[src/rtl/sram_arbiter.sv]
// Arbitrates the shared SRAM-style channel between instruction fetch and data memory.
// Define SRAM_ARB_ROUND_ROBIN_EN for round-robin on contention; otherwise data has fixed priority.
module sram_arbiter #(
    parameter int ADDR_WIDTH = 32,
    parameter int DATA_WIDTH = 32
) (
    input  logic                    clk,
    input  logic                    rst,
    input  logic                    inst_en,
    input  logic [DATA_WIDTH/8-1:0] inst_write_en,
    input  logic [ADDR_WIDTH-1:0]   inst_addr,
    input  logic [DATA_WIDTH-1:0]   inst_write_data,
    output logic                    inst_ready,
    output logic [DATA_WIDTH-1:0]   inst_read_data,
    input  logic                    data_en,
    input  logic [DATA_WIDTH/8-1:0] data_write_en,
    input  logic [ADDR_WIDTH-1:0]   data_addr,
    input  logic [DATA_WIDTH-1:0]   data_write_data,
    output logic                    data_ready,
    output logic [DATA_WIDTH-1:0]   data_read_data,
    output logic                    sram_en,
    input  logic                    sram_ready,
    output logic [DATA_WIDTH/8-1:0] sram_write_en,
    output logic [ADDR_WIDTH-1:0]   sram_addr,
    output logic [DATA_WIDTH-1:0]   sram_write_data,
    input  logic [DATA_WIDTH-1:0]   sram_read_data,
    output logic [2:0]              dbg_state
);

    typedef enum logic [2:0] {
        IDLE      = 3'd0,
        ISSUE     = 3'd1,
        WAIT_LOW  = 3'd2,
        WAIT_DONE = 3'd3,
        RESP      = 3'd4
    } state_t;

    state_t                state;
    logic                  grant_data;
    logic                  pick_data;
    logic [DATA_WIDTH-1:0] read_reg;

    // Handshake: a requester holds *_en with stable command until its one-cycle *_ready;
    // requests are only sampled in IDLE, so a held request is never lost.
`ifdef SRAM_ARB_ROUND_ROBIN_EN
    logic last_grant_data;
    assign pick_data = data_en && (!inst_en || !last_grant_data);
`else
    assign pick_data = data_en;
`endif

    assign inst_read_data = read_reg;
    assign data_read_data = read_reg;
    assign dbg_state      = state;

    always_ff @(posedge clk or posedge rst) begin
        if (rst) begin
            state           <= IDLE;
            grant_data      <= 1'b0;
            sram_en         <= 1'b0;
            inst_ready      <= 1'b0;
            data_ready      <= 1'b0;
            read_reg        <= '0;
            sram_write_en   <= '0;
            sram_addr       <= '0;
            sram_write_data <= '0;
`ifdef SRAM_ARB_ROUND_ROBIN_EN
            last_grant_data <= 1'b0;
`endif
        end else begin
            inst_ready <= 1'b0;
            data_ready <= 1'b0;
            case (state)
                IDLE: begin
                    if (inst_en || data_en) begin
                        grant_data      <= pick_data;
                        sram_write_en   <= pick_data ? data_write_en   : inst_write_en;
                        sram_addr       <= pick_data ? data_addr       : inst_addr;
                        sram_write_data <= pick_data ? data_write_data : inst_write_data;
                        sram_en         <= 1'b1;
                        state           <= ISSUE;
`ifdef SRAM_ARB_ROUND_ROBIN_EN
                        last_grant_data <= pick_data;
`endif
                    end
                end
                ISSUE: begin
                    // The command is accepted on the first edge with sram_ready high.
                    if (sram_ready) begin
                        sram_en <= 1'b0;
                        state   <= WAIT_LOW;
                    end
                end
                WAIT_LOW: begin
                    if (!sram_ready) state <= WAIT_DONE;
                end
                WAIT_DONE: begin
                    if (sram_ready) begin
                        read_reg   <= sram_read_data;
                        inst_ready <= !grant_data;
                        data_ready <= grant_data;
                        state      <= RESP;
                    end
                end
                RESP: state <= IDLE;
                default: state <= IDLE;
            endcase
        end
    end

endmodule

[config.mk]
export PLATFORM = sky130hd
export DESIGN_NAME = sram_arbiter
export DESIGN_NICKNAME = d
export VERILOG_FILES = /design/src/rtl/sram_arbiter.sv
export SDC_FILE = /design/constraint.sdc
export NUM_CORES = 1
export LEC_CHECK = 0
export ABC_AREA = 1
export CAP_MARGIN = 20
export CORE_ASPECT_RATIO = 0.75
export CORE_MARGIN = 2
export CORE_UTILIZATION = 33
export DETAILED_ROUTE_END_ITERATION = 16
export PLACE_DENSITY = 0.73
export SETUP_SLACK_MARGIN = 0.02
export SLEW_MARGIN = 5
export SYNTH_ARGS = -nofsm -noshare
export SYNTH_HDL_FRONTEND = slang
export SYNTH_SLANG_ARGS = --single-unit
[constraint.sdc]
create_clock -name clk -period 3.6 [get_ports clk]
set_input_delay 0.36 -clock clk [delete_from_list [all_inputs] [get_ports clk]]
set_output_delay 0.36 -clock clk [all_outputs]
set_load 0.02 [all_outputs]
==> impl_results.md <==
- Status: finished, final reports clean
- # hold bufs at CTS: 0
- Yosys warns: 0
- Synth unique cells: 18
- Vias: 4636
- Internal power: around 0.0040 W
- Psw: roughly 0.0028 W
- Multi-input logic area: 1850 um^2
- Switching part of the total: 0.410
- Clock sinks: around 110
- Clock power frac: 0.140
- Period utilisation layout: 0.581
- # diodes: 0
- Share of the synthesized area in the top cell type: 0.538
- Initial Util: 0.341
- Crit path required time: 3870 ps
- Layout area overhead: 65.3%
- WHS: 465 ps
- Yosys reg bits: roughly 110
- Final worst slack: 1510 ps
- CTS H-tree depth: 3
- Post-Syn Area: between 4000 and 5000 um^2
- Post-Synthesis Cells: approximately 570
- CTS tree: done
- Die height: ~110 um
- Crit path max fanout: 35
- DRT iter0 DRCs: 231
- Crit path kind: flip-flop to flip-flop
- Slew Limit Fails: 0
- Seq pwr share: 0.319
- Layout cells sized above 1: 0.112
- Crit start category: flip-flop
- Largest net degree at the start of global routing: 93
- Reg2reg start: dbg_state[2]
- Crit path capture type: flip-flop
- CTS buffer count: 9
- Cell Pwr Density: 817 nW/um^2
- R2R cell count: 7
- Antenna violations before repair: 0
- Slew HR: 0.325
- F_max: approximately 480 MHz
- Total track usage: 0.188
- Via density: around 4.5
- Global-route wire length before repair: ~24000 um
- Worst R2R End: data_read_data[6]
- Die area: about 16000 um^2
- Sequential area share after synthesis: 0.538
- Mean Syn Cell Area: approximately 8.7 um^2
- Peak supply drop: 301 uV
- Buffers on Ports: between 300 and 400
- Core Area: about 15000 um^2
- MaxCap Viol Count: 0
- DR DRC count: 0
- RSZ-0062 raised after global routing: no
- Combinational group share of total power: 0.541
- Routability cong.: around 0.79
- IO Pins: 311
- FF-to-FF setup slack: approximately 1500 ps
- Register area: 2680 um^2
- Net count, final: approximately 1000
- Vias in the first global route: 4597
- Die width: between 100 and 150 um
- Hold Crit Class: input port to asynchronous set/reset pin
- Worst-margin pin slew: 1010 ps
- Total Neg Setup Slack: 0 ps
- Post-DP HPWL: ~11000 um
- Setup Fix Bufs, Post-CTS: 0
- Area contributors post-synth: dfrtp_1 (54%), nand2_1 (13%), or2_2 (8.5%), o21ai_0 (8.2%), buf_4 (6.5%)
- Minimum clock period: 2090 ps
- Setup WS pre-CTS: 1340 ps
- Drt pass-1 iters: 5
- Post-CTS Resized: 0
- Fillcell total: between 1000 and 1500
- Grt ovf: 0
- Clk slew on worst S/H paths: about 80 ps
- Max clock buf depth: 2
- Setup Viol. Count Final: 0
- Drt total wl: between 15000 and 20000 um
- DR WL/cell: between 10 and 15 um
- Leak pwr: around 3.6 nW
- Rows: 38
- Routed Antenna Nets: 0
- Commonest non-fill, non-tap cell in the layout: clkdlybuf4s50_1
- Skew-Pair Late Insertion Delay: around 340 ps
- Hold Vio Cnt, Final: 0
- Most frequent cells in the layout: clkdlybuf4s50_1 (309), nand2_1 (174), dfrtp_1 (107), o21ai_0 (82), or2_2 (68)
- Post-synth top area cell: dfrtp_1
- WP data arrival: ~2400 ps
- Clock Skews: approximately 10 ps
- Total power: slightly below 0.007 W
- Clock root buffer: clkbuf_16
- Mapped Nets: 747
[area by class of cell]
type                            count  area share
Clock buffer                        9      0.0274
Clock inverter                      7     0.00729
Inverter                            7     0.00349
Multi-Input combinational cell    393       0.224
Sequential cell                   107       0.325
Tap cell                          200      0.0304
Timing Repair Buffer              313       0.382
[flip-flops by register name, indices dropped and copies added (netlist names)]
signal           flops
data_read_data      32
data_ready           1
dbg_state            3
grant_data           1
inst_ready           1
sram_addr           32
sram_en              1
sram_write_data     32
sram_write_en        4
[metrics by stage]
step,std cells,util,cell area (um^2)
floorplan,574,-,4980
global placement,1020,0.545,7950
detailed placement,1020,0.545,7950
CTS,1036,0.564,8230
global route,1036,0.564,8230
finish,1036,0.564,8230
[per-layer routing]
layer | up-vias | track usage | share of wire
met4 | 0 | 0.0490 | 0.015
li1 | 2327 | - | -
met2 | 194 | 0.322 | 0.48
met5 | - | 0 | 0
met1 | 2098 | 0.233 | 0.42
met3 | 17 | 0.0584 | 0.082
[cells by family after synthesis]
kind of cell	synth area share
AND/OR/NAND/NOR	0.231
buffers and inverters	0.0917
AO/OA/AOI/OAI	0.140
flip-flops	0.538
[power groups by stage]
stage | registers [W] | logic [W] | clock network [W]
floorplan | 0.00280 | 0.00137 | 0
global placement | 0.00214 | 0.00364 | 0
CTS | 0.00215 | 0.00369 | 0.000979
finish | 0.00214 | 0.00364 | 0.000945
detailed placement | 0.00216 | 0.00369 | 0
global route | 0.00223 | 0.00393 | 0.00103
[critical path, cell delays in order (launching register included)]
cell	delay, ps
dfrtp_1	420
inv_1	110
nand2_1	80
nor2_1	150
nand2_2	420
inv_2	610
nand2_1	130
nand2_1	100
[worst max-delay path by stage]
stage                            start                  to  slack, ps  cells after the start
after floorplan                    rst   data_read_data[0]        420                      1
after global placement         inst_en          grant_data       1420                      5
after detailed placement    sram_ready  data_read_data[25]       1340                      5
after CTS                 dbg_state[2]  data_read_data[25]       1480                      7
after global routing      dbg_state[2]  data_read_data[23]       1310                      7
final                     dbg_state[2]   data_read_data[6]       1510                      7
[cell usage after synthesis, drive strengths merged]
| master | number |
|---|---|
| or2 | 68 |
| buf | 51 |
| inv | 7 |
| nand3b | 1 |
| nand2 | 175 |
| nand3 | 5 |
| clkbuf | 16 |
| o21ai | 139 |
| nor2 | 5 |
| dfrtp | 107 |
Power figures use the tool's default switching activity.
